<file path="src/rtl/draw_pkg.sv">
// Shared types and constants for the sprite draw path.
package draw_pkg;

    localparam int unsigned SPRITE_DIM = 32;
    localparam int unsigned POS_W      = 10;
    localparam int unsigned DIR_W      = 6;

    // Arbiter control states
    typedef enum logic [2:0] {
        S_IDLE   = 3'd0,
        S_ARB    = 3'd1,
        S_LAUNCH = 3'd2,
        S_WAIT   = 3'd3,
        S_ACK    = 3'd4
    } state_e;

endpackage

</file>
<file path="src/rtl/rr_priority_pick.sv">
// Round-robin priority picker: first asserted request at or after rr_ptr_i,
// wrapping modulo NUM_REQ.
//   req_i        request vector
//   rr_ptr_i     highest-priority index this round
//   win_oh_c_o   one-hot winner (zero when nothing requested)
//   win_idx_c_o  winner index
//   valid_c_o    at least one request present
module rr_priority_pick #(
    parameter int unsigned NUM_REQ = 4,
    parameter int unsigned IDX_W   = $clog2(NUM_REQ)
) (
    input  logic [NUM_REQ-1:0] req_i,
    input  logic [IDX_W-1:0]   rr_ptr_i,
    output logic [NUM_REQ-1:0] win_oh_c_o,
    output logic [IDX_W-1:0]   win_idx_c_o,
    output logic               valid_c_o
);

    // Scan from the farthest offset down so the nearest-to-pointer request wins last.
    always_comb begin
        int unsigned pos;
        pos         = 0;
        win_idx_c_o = '0;
        valid_c_o   = 1'b0;
        win_oh_c_o  = '0;
        for (int k = int'(NUM_REQ) - 1; k >= 0; k--) begin
            pos = 32'(rr_ptr_i) + 32'(k);
            if (pos >= NUM_REQ) begin
                pos = pos - NUM_REQ;
            end
            if (req_i[IDX_W'(pos)]) begin
                win_idx_c_o = IDX_W'(pos);
                valid_c_o   = 1'b1;
            end
        end
        if (valid_c_o) begin
            win_oh_c_o = NUM_REQ'(1) << win_idx_c_o;
        end
    end

endmodule

</file>
<file path="src/rtl/sprite_draw_arbiter.sv">
// Round-robin arbiter sharing one sprite draw engine among NUM_REQ requesters.
// Latches the winner's position/direction/erase, launches one draw, waits for
// eng_done or a watchdog timeout, then acks the winner.
//   clk, reset_n                  clock, synchronous active-low reset
//   req / req_x / req_y / req_dir / req_erase   per-requester level request + packed payload
//   eng_done                      engine completion pulse
//   gnt / ack                     one-hot owner and one-cycle completion pulse
//   eng_start, eng_x/y/dir/erase  engine launch pulse and latched payload
//   busy, timeout_err             not-idle flag, sticky watchdog expiry flag
module sprite_draw_arbiter #(
    parameter int unsigned NUM_REQ = 4,
    parameter int unsigned POS_W   = draw_pkg::POS_W,
    parameter int unsigned DIR_W   = draw_pkg::DIR_W,
    parameter int unsigned TIMEOUT = 4095
) (
    input  logic                     clk,
    input  logic                     reset_n,
    input  logic [NUM_REQ-1:0]       req,
    input  logic [NUM_REQ*POS_W-1:0] req_x,
    input  logic [NUM_REQ*POS_W-1:0] req_y,
    input  logic [NUM_REQ*DIR_W-1:0] req_dir,
    input  logic [NUM_REQ-1:0]       req_erase,
    input  logic                     eng_done,
    output logic [NUM_REQ-1:0]       gnt,
    output logic [NUM_REQ-1:0]       ack,
    output logic                     eng_start,
    output logic [POS_W-1:0]         eng_x,
    output logic [POS_W-1:0]         eng_y,
    output logic [DIR_W-1:0]         eng_dir,
    output logic                     eng_erase,
    output logic                     busy,
    output logic                     timeout_err
);
    import draw_pkg::*;

    localparam int unsigned IDX_W  = $clog2(NUM_REQ);
    localparam int unsigned WDOG_W = $clog2(TIMEOUT + 1);

    state_e               state_q, state_d;
    logic [IDX_W-1:0]     rr_ptr_q, rr_ptr_d;
    logic [IDX_W-1:0]     win_q, win_d;
    logic [NUM_REQ-1:0]   gnt_q, gnt_d;
    logic [NUM_REQ-1:0]   ack_q, ack_d;
    logic                 start_q, start_d;
    logic [POS_W-1:0]     x_q, x_d;
    logic [POS_W-1:0]     y_q, y_d;
    logic [DIR_W-1:0]     dir_q, dir_d;
    logic                 erase_q, erase_d;
    logic                 busy_q, busy_d;
    logic                 err_q, err_d;
    logic [WDOG_W-1:0]    wdog_q, wdog_d;

    logic [NUM_REQ-1:0]   pick_oh_c;
    logic [IDX_W-1:0]     pick_idx_c;
    logic                 pick_valid_c;

    rr_priority_pick #(
        .NUM_REQ (NUM_REQ),
        .IDX_W   (IDX_W)
    ) u_pick (
        .req_i       (req),
        .rr_ptr_i    (rr_ptr_q),
        .win_oh_c_o  (pick_oh_c),
        .win_idx_c_o (pick_idx_c),
        .valid_c_o   (pick_valid_c)
    );

    // Next-state and registered-output logic
    always_comb begin
        state_d  = state_q;
        rr_ptr_d = rr_ptr_q;
        win_d    = win_q;
        gnt_d    = gnt_q;
        ack_d    = '0;
        start_d  = 1'b0;
        x_d      = x_q;
        y_d      = y_q;
        dir_d    = dir_q;
        erase_d  = erase_q;
        err_d    = err_q;
        wdog_d   = wdog_q;

        case (state_q)
            S_IDLE: begin
                if (|req) begin
                    state_d = S_ARB;
                end
            end
            S_ARB: begin
                // Requests may have vanished since IDLE; fall back without a grant.
                if (pick_valid_c) begin
                    state_d = S_LAUNCH;
                    win_d   = pick_idx_c;
                    gnt_d   = pick_oh_c;
                    start_d = 1'b1;
                    x_d     = req_x[32'(pick_idx_c) * POS_W +: POS_W];
                    y_d     = req_y[32'(pick_idx_c) * POS_W +: POS_W];
                    dir_d   = req_dir[32'(pick_idx_c) * DIR_W +: DIR_W];
                    erase_d = req_erase[pick_idx_c];
                end else begin
                    state_d = S_IDLE;
                end
            end
            S_LAUNCH: begin
                wdog_d  = '0;
                state_d = S_WAIT;
            end
            S_WAIT: begin
                wdog_d = wdog_q + WDOG_W'(1);
                // Completion wins over a coincident watchdog expiry.
                if (eng_done || (wdog_q == WDOG_W'(TIMEOUT - 1))) begin
                    state_d  = S_ACK;
                    ack_d    = gnt_q;
                    gnt_d    = '0;
                    rr_ptr_d = (win_q == IDX_W'(NUM_REQ - 1)) ? '0 : win_q + IDX_W'(1);
                    if (!eng_done) begin
                        err_d = 1'b1;
                    end
                end
            end
            S_ACK: begin
                state_d = S_IDLE;
            end
            default: begin
                state_d = S_IDLE;
            end
        endcase

        busy_d = (state_d != S_IDLE);
    end

    // State and output registers
    always_ff @(posedge clk) begin
        if (!reset_n) begin
            state_q  <= S_IDLE;
            rr_ptr_q <= '0;
            win_q    <= '0;
            gnt_q    <= '0;
            ack_q    <= '0;
            start_q  <= 1'b0;
            x_q      <= '0;
            y_q      <= '0;
            dir_q    <= '0;
            erase_q  <= 1'b0;
            busy_q   <= 1'b0;
            err_q    <= 1'b0;
            wdog_q   <= '0;
        end else begin
            state_q  <= state_d;
            rr_ptr_q <= rr_ptr_d;
            win_q    <= win_d;
            gnt_q    <= gnt_d;
            ack_q    <= ack_d;
            start_q  <= start_d;
            x_q      <= x_d;
            y_q      <= y_d;
            dir_q    <= dir_d;
            erase_q  <= erase_d;
            busy_q   <= busy_d;
            err_q    <= err_d;
            wdog_q   <= wdog_d;
        end
    end

    assign gnt         = gnt_q;
    assign ack         = ack_q;
    assign eng_start   = start_q;
    assign eng_x       = x_q;
    assign eng_y       = y_q;
    assign eng_dir     = dir_q;
    assign eng_erase   = erase_q;
    assign busy        = busy_q;
    assign timeout_err = err_q;

endmodule
</file>
<file path="config.mk">
export PLATFORM = sky130hd
export DESIGN_NAME = sprite_draw_arbiter
export DESIGN_NICKNAME = d
export VERILOG_FILES = /design/src/rtl/draw_pkg.sv /design/src/rtl/rr_priority_pick.sv /design/src/rtl/sprite_draw_arbiter.sv
export SDC_FILE = /design/constraint.sdc
export NUM_CORES = 1
export LEC_CHECK = 0
export CAP_MARGIN = 5
export CORE_MARGIN = 5
export CORE_UTILIZATION = 40
export CTS_BUF_LIST = sky130_fd_sc_hd__clkbuf_4
export CTS_CLUSTER_DIAMETER = 120
export CTS_CLUSTER_SIZE = 8
export DETAILED_ROUTE_END_ITERATION = 8
export PLACE_DENSITY = 0.79
export SLEW_MARGIN = 20
export SYNTH_ARGS = -nofsm -noshare
export SYNTH_HDL_FRONTEND = slang
export SYNTH_SLANG_ARGS = --single-unit
</file>
<file path="constraint.sdc">
create_clock -name clk -period 2.3 [get_ports clk]
set_input_delay 0.23 -clock clk [delete_from_list [all_inputs] [get_ports clk]]
set_output_delay 0.23 -clock clk [all_outputs]
set_load 0.01 [all_outputs]
</file>
==> results.md, run 1 <==
- Outcome: completed
- CP max FO: 28
- Initial antenna violation count: 0
- Net Count, Synth: 476
- Maximum root-to-sink buffer count: 2
- Hold Buf Count CTS: 0
- #FFs+latches synth: 57
- Peak supply drop: 377 µV
- Layout Utilization: 63.8%
- Vias in the first global route: 3659
- Core area: 7690 µm²
- Post-Syn Instances: 358
- Total power: 3080 µW
- Max-cap viol count: 0
- Final nets: 619
- Ant. Diodes: 0
- Max_slew headroom: 54.8%
- I/O pin cnt: 153
- FF-to-FF End: eng_x[3]$_SDFFE_PN0P_
- Std cell rows: 32
- Placed insts: 592
- CTS Buf Count: 9
- Resize count post-CTS: 0
- Routed WL: 10.6 mm
- Total number of vias: 3571
- Syn Area/Cell: 8.81 µm²
- Hold Violations, Final: 0
- Initial drt markers: 159
- Worst path required time: 2560 ps
- Initial Utilization: 41.0%
- Storage cell area: 1140 µm²
- Setup bufs post-CTS: 0
- Clock Sink Count: 57
- Non-filler cells, final: 608
- Post-DP HPWL: 7.92 mm
- Via-per-instance ratio: 5.87
- Critical Path Sink Type: flip-flop
- Die height: 98.8 µm
- Fin. max-slew vios: 0
- Crit path from: rr_ptr_q[1]$_SDFFE_PN0P_
- Hold path startpoint: reset_n
- R2R Path Start: rr_ptr_q[1]$_SDFFE_PN0P_
- IO buf count: 152
- Die width: 98.8 µm
- Final Skew: 10.2 ps
- Seq/Total Area, Yosys: 36.2%
- Achievable Freq: 516 MHz
- Mapped cell area: 3160 µm²
- Ys flop type: dfxtp_1
- WS Path Type: reg -> reg
- R2R setup slack: 360 ps
- Routability Congestion: 0.833
- Worst Path Arrival: 2200 ps
- Layout cell share with drive strength beyond 1: 8.30%
- Largest net degree at the start of global routing: 60
- Yosys cell types: 47
- Final critical-path required period: 1940 ps
- Setup total negative slack: 0 ps
- Die area: 9770 µm²
- Clock H-tree levels: 3
- Ys async rst share: 0%
- Fillers: 698
- Multi-input logic area: 1810 µm²
- Area growth syn-to-layout: 55.4%
- Clock latency on the worst-skew pair: 380 ps
- Residual DRC: 0
- Global-route wire length before repair: 17.4 mm
- Clock tree from TritonCTS: done
- Worst slew pin tran: 674 ps
- R2R cell count: 4
- Total global-route track usage: 21.6%
- Clock slew at reported path FFs: 100 ps
- Hold Path Class: in -> reg
- # setup viols final: 0
- Worst Setup Start Kind: flip-flop
- Drt first pass iters: 4
- Syn. warnings: 0
- EDFF count, synth: 0
- Root buf cell: clkbuf_4
- PD cells: 629 nW/µm²
- Wire per inst: 17.5 µm
- Post-DRT Antenna Nets: 0
- Final period util: 84.2%
- Unrepaired setup endpoints after global routing: false
- Worst setup path endpoint: eng_x[3]$_SDFFE_PN0P_
- Global route overflow: 0
- Leak: 0.00176 µW
-- area by class of cell --
type,instances,share of cell area (%)
inverters,9,0.689
multi-input cells,254,36.9
repair buffers,170,34.2
flip-flops and latches,57,23.3
well taps,102,2.60
clock inverters,7,0.970
clock buffers,9,1.38
-- how the worst min path moves through the flow --
stage	slack, ps	to	cells after the start
floorplan	400	gnt[3]$_SDFFE_PN0P_	2
global placement	450	win_q[1]$_SDFFE_PN0P_	2
detailed placement	460	win_q[1]$_SDFFE_PN0P_	2
CTS	260	eng_start$_SDFF_PN0_	3
global route	290	gnt[2]$_SDFFE_PN0P_	3
finish	290	eng_start$_SDFF_PN0_	3
-- through the flow --
| step | worst slack (ps) | hold slack, ps | area [µm²] |
|---|---|---|---|
| floorplan | 525 | 404 | 3160 |
| global placement | 12.3 | 449 | 4790 |
| detailed placement | 36.6 | 457 | 4790 |
| CTS | 364 | 261 | 4900 |
| global route | 272 | 287 | 4900 |
| finish | 364 | 288 | 4900 |
-- routing by layer --
metal	vias to the layer above	global-route usage, %	share of wire [%]
li1	1705	-	-
met1	1713	24.8	40
met2	128	37.5	50
met3	25	5.10	6.2
met4	0	10.7	3.4
met5	-	0	0
-- cell families after synthesis --
kind of cell,after synthesis,synth area share [%]
DFF,57,36.2
xor gates and xnor gates,8,2.22
adders and majority gates,3,1.19
muxes,28,8.88
buffers and inverters,47,7.18
AOI/OAI and AO/OA,151,33.5
and+or+nand+nor,64,10.9
-- cells in the mapped netlist (all sizes together) (4+ instances only) --
master	number	share of area, %
o21ai	36	5.7
o22ai	27	5.4
nor2b	4	0.79
clkbuf	24	2.9
mux2i	28	8.9
buf	14	3.3
a221oi	27	7.5
xnor2	6	1.7
and2	4	0.79
nand4	4	0.79
a21oi	14	2.2
inv	9	1.1
nor2	13	1.5
nor3	6	0.95
o2111ai	28	7.8
o211ai	4	0.95
dfxtp	57	36
nand2	13	1.5
nand3	6	0.95
-- critical path, stage by stage (launching register included) --
cell and delay, ps:
dfxtp_1 530, inv_1 150, o221a_2 530, a221oi_1 450
o22ai_1 130
-- power breakdown --
group          internal (µW)  switching (µW)  total, µW  leakage (µW)
registers               1140             121       1260      0.000466
clock network            219             387        606     0.0000617
logic                    652             562       1210       0.00123
total                   2010            1070       3080       0.00176
-- cells in the final DEF (no fill, tap or decap), types with 4 or more instances in the layout --
cell | synthesis | final
buf_4 | 3 | 16
dfxtp_1 | 57 | 57
o211ai_1 | 4 | 4
o21ai_0 | 33 | 33
inv_1 | 9 | 9
nor2b_1 | 4 | 4
mux2i_1 | 28 | 28
o2111ai_1 | 28 | 28
nand3_1 | 6 | 6
nor2_1 | 13 | 13
o22ai_1 | 27 | 27
xnor2_1 | 6 | 6
a221oi_1 | 27 | 27
clkdlybuf4s50_1 | 0 | 151
clkbuf_4 | 0 | 9
a21oi_1 | 14 | 14
and2_1 | 4 | 4
nor3_1 | 6 | 6
nand2_1 | 13 | 13
nand4_1 | 4 | 4
-- sequential cells by signal, summed over array words and instances (netlist names) --
signal,cells
state_q,3
eng_y,10
wdog_q,12
busy,1
eng_x,10
ack,4
eng_start,1
eng_erase,1
win_q,2
rr_ptr_q,2
timeout_err,1
gnt,4
eng_dir,6
Note: power is estimated with default switching activity, not from simulation.
==> run 2: changes to the inputs <==
--- a/config.mk
+++ b/config.mk
@@ -7,7 +7,7 @@
 export LEC_CHECK = 0
 export CAP_MARGIN = 5
 export CORE_MARGIN = 5
-export CORE_UTILIZATION = 40
+export CORE_UTILIZATION = 38
 export CTS_BUF_LIST = sky130_fd_sc_hd__clkbuf_4
 export CTS_CLUSTER_DIAMETER = 120
 export CTS_CLUSTER_SIZE = 8
==> constraint.sdc (replaced) <==
create_clock -name clk -period 1.66 [get_ports clk]
set_input_delay 0.166 -clock clk [delete_from_list [all_inputs] [get_ports clk]]
set_output_delay 0.166 -clock clk [all_outputs]
set_load 0.01 [all_outputs]
==> run 2 against run 1 <==
Clock skew grew 12 ps; sequential share of layout area shrank 1.8 points; cell count grew 4.9%; wire length grew 12%; fmax grew 19%; combinational power grew 61%; core utilization grew 1.8 points; critical path type unchanged; largest power group is now combinational cells.
==> results.md, run 2 (same netlist as run 1, synthesis figures left out) <==
- Worst path required time: 1940 ps
- Initial antenna violation count: 0
- Die width: 101 µm
- Clock tree from TritonCTS: done
- # setup viols final: 0
- Critical Path Sink Type: flip-flop
- Global-route wire length before repair: 18.2 mm
- FF-to-FF End: eng_y[2]$_SDFFE_PN0P_
- Worst Setup Start Kind: flip-flop
- PD cells: 874 nW/µm²
- Std cell rows: 33
- Initial Utilization: 38.8%
- Ant. Diodes: 0
- IO buf count: 152
- Clock power share: 20.8%
- Post-DP HPWL: 8.36 mm
- Final nets: 647
- CTS Buf Count: 9
- Hold Path Class: in -> reg
- Clock latency on the worst-skew pair: 400 ps
- Initial drt markers: 224
- Hold Path Stages: 3
- Vias in the first global route: 3780
- R2R setup slack: 30 ps
- R2R Path Start: rr_ptr_q[1]$_SDFFE_PN0P_
- Switching pwr: 1570 µW
- Logic pwr share: 41.9%
- Max FFs per register: 12
- Achievable Freq: 614 MHz
- Root buf cell: clkbuf_4
- WHS: 213 ps
- Largest net degree at the start of global routing: 31
- Worst slew pin tran: 402 ps
- Clock H-tree levels: 3
- Wire per inst: 18.6 µm
- Peak supply drop: 639 µV
- Setup total negative slack: 0 ps
- Worst hold endpoint: eng_y[6]$_SDFFE_PN0P_
- Commonest non-fill, non-tap cell in the layout: clkdlybuf4s50_1
- Core area: 8130 µm²
- Maximum root-to-sink buffer count: 2
- WS Path Type: reg -> reg
- Crit path largest cell delay: 360 ps
- Slowest cell on crit path: dfxtp_2
- Final period util: 98.0%
- Hold Violations, Final: 0
- Routability Congestion: 0.875
- Final critical-path required period: 1630 ps
- Hold path startpoint: reset_n
- CP max FO: 8
- Area growth syn-to-layout: 69.0%
- Placed Instance Area: 5030 µm²
- Global route overflow: 0
- I/O pin cnt: 153
- Via-per-instance ratio: 5.87
- Post-DRT Antenna Nets: 0
- Leak: 0.00198 µW
- Unrepaired setup endpoints after global routing: true
- Outcome: completed
- Clock slew at reported path FFs: 110 ps
- Worst Path Arrival: 1910 ps
- Fin. max-slew vios: 0
- Max_slew headroom: 73.2%
- Largest reg by FF count: wdog_q
- Routed WL: 11.9 mm
- R2R cell count: 6
- Fin area: 5330 µm²
- Most frequent cells in the layout: clkdlybuf4s50_1, dfxtp_1, buf_4
- Residual DRC: 0
- Die height: 101 µm
- Total global-route track usage: 22.2%
- Clock Sink Count: 57
- Total number of vias: 3743
- Internal power: 3090 µW
- Final Skew: 21.8 ps
- Drt first pass iters: 5
- Hold Buf Count CTS: 0
- Worst-path cell chain: buf_6 -> mux2i_4 -> o221ai_4 -> clkbuf_16 -> mux2i_1 -> o22ai_1
- Die area: 10200 µm²
- Layout cell share with drive strength beyond 1: 15.8%
- Max-cap viol count: 0
- Flop pwr share: 37.3%
- Sw Ratio: 33.8%
## run 2: cell types whose count changed in the layout (fill, tap and decap cells not counted), moves of 2 or more
| cell | delta |
|---|---|
| buf_4 | +19 |
| a221oi_1 | -8 |
| a221oi_2 | +7 |
| buf_12 | +4 |
| clkdlybuf4s50_1 | -4 |
| dlygate4sd2_1 | +4 |
| buf_6 | +2 |
| clkinv_1 | +2 |
| clkinv_4 | -2 |
| clkinvlp_4 | -2 |
| mux2i_1 | -2 |
| nand3_1 | -2 |
| nand3_2 | +2 |
## run 2: repair_timing
item                                    CTS  global route
gates cloned                              2             1
gates resized for setup                   9            18
endpoints found under the setup margin   29            36
setup buffers                             0             1
pin swaps                                 0             3
## run 2: area by class of cell
class                      count  area, µm²
clock buffer                  10       75.1
tap                          105        131
inverter                       9       33.8
multi-input combinational    255       1930
clock inverter                 5       47.5
fill                         653       2800
timing repair buffer         197       1970
sequential                    57       1140
## run 2: worst max path at each step
| stage | endpoint | slack [ps] | start |
|---|---|---|---|
| after floorplan | eng_dir[5]$_SDFFE_PN0P_ | 0.3 | req[0] |
| after global placement | eng_y[5]$_SDFFE_PN0P_ | -420 | req[0] |
| after detailed placement | eng_dir[2]$_SDFFE_PN0P_ | -480 | req[0] |
| after CTS | eng_x[8]$_SDFFE_PN0P_ | 20 | rr_ptr_q[1]$_SDFFE_PN0P_ |
| after global routing | rr_ptr_q[0]$_SDFFE_PN0P_ | -50 | wdog_q[0]$_SDFFE_PN0P_ |
| final | eng_y[2]$_SDFFE_PN0P_ | 30 | rr_ptr_q[1]$_SDFFE_PN0P_ |
## run 2: power groups by stage
| stage | logic [µW] | registers, µW | clock network [µW] |
|---|---|---|---|
| floorplan | 772 | 1830 | 0 |
| global placement | 1740 | 1740 | 0 |
| detailed placement | 1790 | 1760 | 0 |
| CTS | 1880 | 1730 | 985 |
| global route | 2070 | 1770 | 1050 |
| finish | 1950 | 1740 | 968 |
## run 2: worst max-delay path: cells and delay by family, from the launching register on
family / cells / cell delay, ps
compound gates: 2 / 410
mux: 2 / 390
flops: 1 / 360
buf+inv: 2 / 360
## run 2: through the flow
| step | util, % | power, µW | worst slack [ps] | std cells |
|---|---|---|---|---|
| final | 65.5 | 4660 | 32.6 | 638 |
| after global routing | 65.5 | 4890 | -46.7 | 638 |
| after CTS | 64.0 | 4600 | 15.0 | 636 |
| after detailed placement | 61.9 | 3550 | -478 | 619 |
| after global placement | 61.9 | 3490 | -419 | 619 |
| after floorplan | - | 2600 | 0.348 | 358 |
## run 2: routing by layer
layer	global-route usage (%)	vias up	wire, µm
li1	-	1767	-
met1	25.5	1766	4530
met2	39.4	185	6060
met3	5.81	25	952
met4	8.08	0	329
met5	0	-	0
==> RTL edit 1 (config.mk and constraints of run 2) <==
The 5 states of `state_e` get a one-hot encoding in 5 bits.
--- a/src/rtl/draw_pkg.sv
+++ b/src/rtl/draw_pkg.sv
@@ -6,12 +6,12 @@
     localparam int unsigned DIR_W      = 6;
 
     // Arbiter control states
-    typedef enum logic [2:0] {
-        S_IDLE   = 3'd0,
-        S_ARB    = 3'd1,
-        S_LAUNCH = 3'd2,
-        S_WAIT   = 3'd3,
-        S_ACK    = 3'd4
+    typedef enum logic [4:0] {
+        S_IDLE   = 5'b00001,
+        S_ARB    = 5'b00010,
+        S_LAUNCH = 5'b00100,
+        S_WAIT   = 5'b01000,
+        S_ACK    = 5'b10000
     } state_e;
 
 endpackage
Formal check against the unedited RTL: same outputs for any inputs over 10 cycles, from zero or initial values and one cycle with reset_n low; not proved beyond that.
==> RTL edit 1 against run 2 <==
Critical path depth did not move. Critical endpoint is now eng_x[0]$_SDFFE_PN0P_. Worst setup slack lost 0.072 ns. Cell count grew 5.8%. Core utilization is 3.0 points higher. Area after synthesis is 3.3% higher. Largest cell class unchanged. Sequential share of layout area fell by 0.50 points. Total power fell by 13%. Sequential cell count is 2 higher. Design area is 6.6% higher. The run now ends with negative setup slack left. Sequential power down 7%. Routed wire length up 9.1%.
==> RTL edit 1: results (changes against run 2) <==
Place
  • Gp weighted congestion: 0.883 (+0.90%)
  • Cells after DPL: 649 (+4.8%)
  • Placement Setup Slack: -0.421 ns (+0.0566 ns)
  • Placed Instance Area: 5120 sq um (+1.8%)
  • Detailed Place HPWL: 9100 um (+8.7%)

GRT
  • Vias in the first global route: 3906 (+3.3%)
  • Tot GR Track Use: 23.7% (+1.5 points)
  • Pin count of the biggest net entering global routing: 36 (+16%)
  • Global-route wire length before repair: 19200 um (+5.8%)
  • Antenna violations before repair: 1 (+1)

Synthesis
  • Library cells used by synthesis: 53 (+13%)
  • Syn nets: 506 (+6.3%)
  • Top area cells in the synthesized netlist: dfxtp_1, o21ai_0, a21o_1
  • Mean Syn Cell Area: 8.40 sq um (-4.7%)
  • Commonest cells post-synth: o21ai_0, dfxtp_1, a21oi_1
  • Sequential element share of the synthesized area: 36.2% (+0.076 points)

Outcome
  • Status: finished with violations
  • Failing checks: negative setup slack

Critical path
  • Reg2Reg Capture Point: eng_x[0]$_SDFFE_PN0P_
  • Reg2reg start: state_q[2]$_SDFF_PN0_
  • Worst EP arrival: 1.98 ns (+0.07 ns)

Timing
  • Final setup fails: 17 (+17)
  • Least-Margin Pin Slew: 0.522 ns (+0.121 ns)
  • Clock skew: 0.0206 ns (-0.00125 ns)
  • Setup ws final: -0.0391 ns (-0.0718 ns)

Cells and area
  • Number of flip-flops in the largest register: 12 (unchanged)
  • Share of cells above drive strength 1: 21.6% (+5.9 points)
  • Nets: 683 (+5.6%)
  • Fillers: 614 (-6.0%)

Routing
  • Met3 WL: 1090 um (+14%)
  • 1st-iter DRT viols: 191 (-15%)
  • Wire per inst: 19.2 um (+3.1%)
  • Met1 WL: 4830 um (+6.7%)
  • Routed WL: 12900 um (+9.1%)
  • DR WL met2: 6560 um (+8.4%)
  • Via density: 5.74 (-2.1%)

Pwr
  • Peak VDD IR: 0.000419 V (-34%)
  • Leakage power: 0.00224 uW (+13%)

Min path
  • End of the worst hold path: eng_y[9]$_SDFFE_PN0P_
  • Critical hold path startpoint: req_y[19]

Clock network
  • CTS clk-pin slew, worst paths: 0.12 ns
  • H-tree levels: 3 (unchanged)
RTL edit 1: power by group:
part	total (uW)	switching [uW]	internal, uW
clock network	1010	545	463
registers	1620	87.0	1530
logic	1400	585	819
total	4030	1220	2810
RTL edit 1: worst max-delay path, stage by stage (launching register included):
cell and delay [ns]:
dfxtp_2 0.34, nor3_2 0.18, o41ai_2 0.11, or3b_4 0.48
buf_12 0.18, a221oi_2 0.19, a21oi_1 0.10
RTL edit 1: layout make-up:
| type | instances | area (sq um) | area share [%] |
|---|---|---|---|
| diodes | 1 | 2.50 | 0.0440 |
| repair buffers | 200 | 2120 | 37.3 |
| flip-flops and latches | 59 | 1190 | 20.9 |
| well taps | 105 | 131 | 2.31 |
| inverters | 3 | 11.3 | 0.198 |
| clock buffers | 10 | 75.1 | 1.32 |
| clock inverters | 5 | 55.1 | 0.968 |
| multi-input cells | 292 | 2100 | 36.9 |
RTL edit 1: stage by stage:
stage	utilization [%]	setup TNS (ns)	total power, uW	hold slack, ns
after floorplan	-	0	2130	0.344
after global placement	61.7	-9.12	2810	0.442
after detailed placement	61.7	-11.42	2820	0.445
after CTS	63.8	-0.0614	3850	0.346
after global routing	68.5	-2.01	4230	0.347
final	68.5	-0.301	4030	0.363
RTL edit 1: timing repair:
item                                    CTS  global route
setup buffers                             0             5
resized for setup                        10            65
cloned                                    0             6
hold buffers                              0             0
pin swaps                                 1            26
endpoints found under the setup margin   31            51
RTL edit 1: logic make-up (layout without fill, tap and decap cells):
kind of cell	count (synthesis)	in the layout	share of synthesized area, %
AOI/OAI and AO/OA	179	179	37.2
and+or+nand+nor	107	107	18.6
DFF	59	59	36.2
buffers and inverters	37	218	5.91
adders and majority gates	3	3	1.15
muxes	2	2	0.614
xor gates and xnor gates	1	1	0.269
other	0	1	0
RTL edit 1: layer usage:
layer | GRT usage, % | up-vias
li1 | - | 1820
met4 | 11.7 | 0
met3 | 7.31 | 33
met2 | 40.5 | 178
met5 | 0 | -
met1 | 26.7 | 1844
RTL edit 1: worst max-delay path by stage:
stage / slack (ns) / start / to
6_report: -0.04 / state_q[2]$_SDFF_PN0_ / eng_x[0]$_SDFFE_PN0P_
5_1_grt: -0.12 / state_q[2]$_SDFF_PN0_ / wdog_q[10]$_SDFFE_PN0P_
4_1_cts: -0.03 / state_q[3]$_SDFF_PN0_ / eng_y[4]$_SDFFE_PN0P_
3_5_place_dp: -0.42 / req[2] / eng_dir[2]$_SDFFE_PN0P_
3_3_place_gp: -0.31 / req[2] / eng_dir[2]$_SDFFE_PN0P_
2_1_floorplan: 0.02 / state_q[4]$_SDFF_PN0_ / eng_x[0]$_SDFFE_PN0P_
==> RTL edit 2 (config.mk and constraints of run 2) <==
Without the edit above. `NUM_REQ` is set to 4 in 2 places; all go to 8.
--- a/src/rtl/rr_priority_pick.sv
+++ b/src/rtl/rr_priority_pick.sv
@@ -6,7 +6,7 @@
 //   win_idx_c_o  winner index
 //   valid_c_o    at least one request present
 module rr_priority_pick #(
-    parameter int unsigned NUM_REQ = 4,
+    parameter int unsigned NUM_REQ = 8,
     parameter int unsigned IDX_W   = $clog2(NUM_REQ)
 ) (
     input  logic [NUM_REQ-1:0] req_i,
--- a/src/rtl/sprite_draw_arbiter.sv
+++ b/src/rtl/sprite_draw_arbiter.sv
@@ -8,7 +8,7 @@
 //   eng_start, eng_x/y/dir/erase  engine launch pulse and latched payload
 //   busy, timeout_err             not-idle flag, sticky watchdog expiry flag
 module sprite_draw_arbiter #(
-    parameter int unsigned NUM_REQ = 4,
+    parameter int unsigned NUM_REQ = 8,
     parameter int unsigned POS_W   = draw_pkg::POS_W,
     parameter int unsigned DIR_W   = draw_pkg::DIR_W,
     parameter int unsigned TIMEOUT = 4095
Ports: changed (7 resized); port bits go from 153 to 273. No check against the original RTL was run, so the function may have changed too.
==> RTL edit 2 against run 2 <==
The flow now finishes with violations (negative setup slack). Area after synthesis increased by 69%. Global-route usage rose by 3.9 points. Total power increased by 41%. Design area increased by 90%. Sequential share of layout area is 8.1 points lower. Sequential cell count is 10 higher. Worst setup slack got worse by 1.8 ns. Via count is 69% higher. Routed wire length grew 97%. Critical path type unchanged. Highest routed layer is now met5.
==> RTL edit 2: results (changes against run 2) <==
GRT
  • Antenna violations before repair: 2 (+2)
  • Met2 GRT Util: 47.4% (+8.0 points)
  • M1 GR Usage: 28.9% (+3.4 points)
  • Pin count of the biggest net entering global routing: 28 (-9.7%)
  • GR Util met3: 6.92% (+1.1 points)
  • Vias in the first global route: 6469 (+71%)
  • Tot GR Track Use: 26.1% (+3.9 points)
  • Global-route wire length before repair: 33700 um (+86%)

Outcome
  • Status: finished with violations
  • Failing checks: negative setup slack

Clock network
  • Worst-Skew Late Latency: 0.49 ns (+0.09 ns)
  • CTS clk-pin slew, worst paths: 0.13 ns (+0.02 ns)

Place
  • I/O Buffers: 272 (+79%)
  • Gp weighted congestion: 0.949 (+8.5%)
  • Placed Instance Area: 9020 sq um (+79%)
  • Detailed Place HPWL: 17600 um (+110%)

Timing
  • Setup TNS: -65.88 ns (-65.88 ns)
  • Final setup fails: 49 (+49)
  • Worst slew margin: 64.7% (-8.5 points)
  • Setup ws final: -1.75 ns (-1.78 ns)

Synthesis
  • Library cells used by synthesis: 58 (+23%)
  • Synth Area in Adders: 1.41% (+0.22 points)
  • Synth Area in XOR/XNOR: 2.14% (-0.080 points)
  • Top area cells in the synthesized netlist: dfxtp_1, mux2i_1, mux2_2
  • Synth Area in Compound Gates: 19.1% (-14 points)
  • Post-synthesis mux area share: 32.3% (+23 points)
  • Sequential element share of the synthesized area: 25.2% (-11 points)
  • Commonest cells post-synth: mux2i_1, dfxtp_1, nor2_1

Cells and area
  • Share of cells above drive strength 1: 33.8% (+18 points)
  • Fillers: 918 (+41%)
  • Nets: 1176 (+82%)

Routing
  • Routed WL: 23400 um (+97%)
  • Via count: 6310 (+69%)

Pwr
  • Leakage power: 0.00422 uW (+110%)
  • Peak VDD IR: 0.000361 V (-43%)

Critical path
  • Worst EP arrival: 3.78 ns (+1.87 ns)
==> RTL edit 2: cell count changes after synthesis, moves of 14 or more <==
cell and delta:
mux2i_1 +72, mux2_2 +35, o21ai_0 -29, nor2_1 +28
o2111ai_1 -28, o22a_1 +27, o22ai_1 -26, a221oi_1 -24
nand2_1 +22, a22oi_1 +16, clkbuf_1 -16, o211ai_1 +14
==> RTL edit 2: area by class of cell <==
cell class / count / area (sq um) / area share [%]
inverters: 10 / 60.1 / 0.592
multi-input cells: 439 / 4230 / 41.7
clock buffers: 9 / 67.6 / 0.666
diodes: 1 / 2.50 / 0.0247
repair buffers: 416 / 4090 / 40.4
flip-flops and latches: 67 / 1360 / 13.4
clock inverters: 7 / 101 / 1.00
well taps: 180 / 225 / 2.22
==> RTL edit 2: where the power goes <==
group	switching [uW]	leakage (uW)	internal (uW)
clock	712	0.0000897	622
sequential	99.3	0.000550	1750
combinational	1360	0.00358	2030
==> RTL edit 2: routing by layer <==
layer,up-vias,share of wire (%),wire [um]
met5,-,0.056,13
met4,2,3.5,825
met3,81,7.1,1650
met2,309,54,12600
met1,3018,35,8300
li1,2900,-,-
==> RTL edit 2: repair_timing <==
item | in CTS | in global routing
buffers inserted | 18 | 13
endpoints found under the setup margin | 55 | 61
endpoints found under the hold margin | 0 | 0
hold buffers | 0 | 0
gates resized for setup | 87 | 69
cloned | 3 | 1
pin swaps | 24 | 34
==> RTL edit 2: critical path, cell delays in order, from the launching register on <==
cell and delay (ns):
dfxtp_4 0.40, clkinv_8 0.05, ha_4 0.32, mux2_4 0.33
buf_4 0.14, mux4_2 0.46, a22o_1 0.22, or3_4 0.39
nand3_4 0.16, buf_4 0.16, clkbuf_16 0.17, mux2i_1 0.25
o22a_1 0.17, o211ai_1 0.09
==> RTL edit 2: final timing paths <==
path	start	end	slack [ns]	cells after the start
setup / recovery	rr_ptr_q[0]$_SDFFE_PN0P_	eng_x[9]$_SDFFE_PN0P_	-1.75	13
hold reg to reg	eng_x[7]$_SDFFE_PN0P_	eng_x[7]$_SDFFE_PN0P_	0.49	2
hold / removal	req_erase[3]	eng_erase$_SDFFE_PN0P_	0.34	3
setup reg to reg	rr_ptr_q[0]$_SDFFE_PN0P_	eng_x[9]$_SDFFE_PN0P_	-1.75	13
==> RTL edit 2: per-stage QoR <==
stage,total power [uW],std cells
after floorplan,3380,556
after global placement,4630,1079
after detailed placement,4700,1079
after CTS,6370,1115
after global routing,6860,1129
final,6570,1129
==> RTL edit 2: cells by family (layout without fill, tap and decap cells) <==
family | Yosys count | count (layout)
compound gates | 125 | 125
xor+xnor | 13 | 13
fa+ha+maj | 6 | 6
buf+inv | 51 | 442
flops | 67 | 67
mux | 150 | 150
other cells | 0 | 1
simple gates | 144 | 145
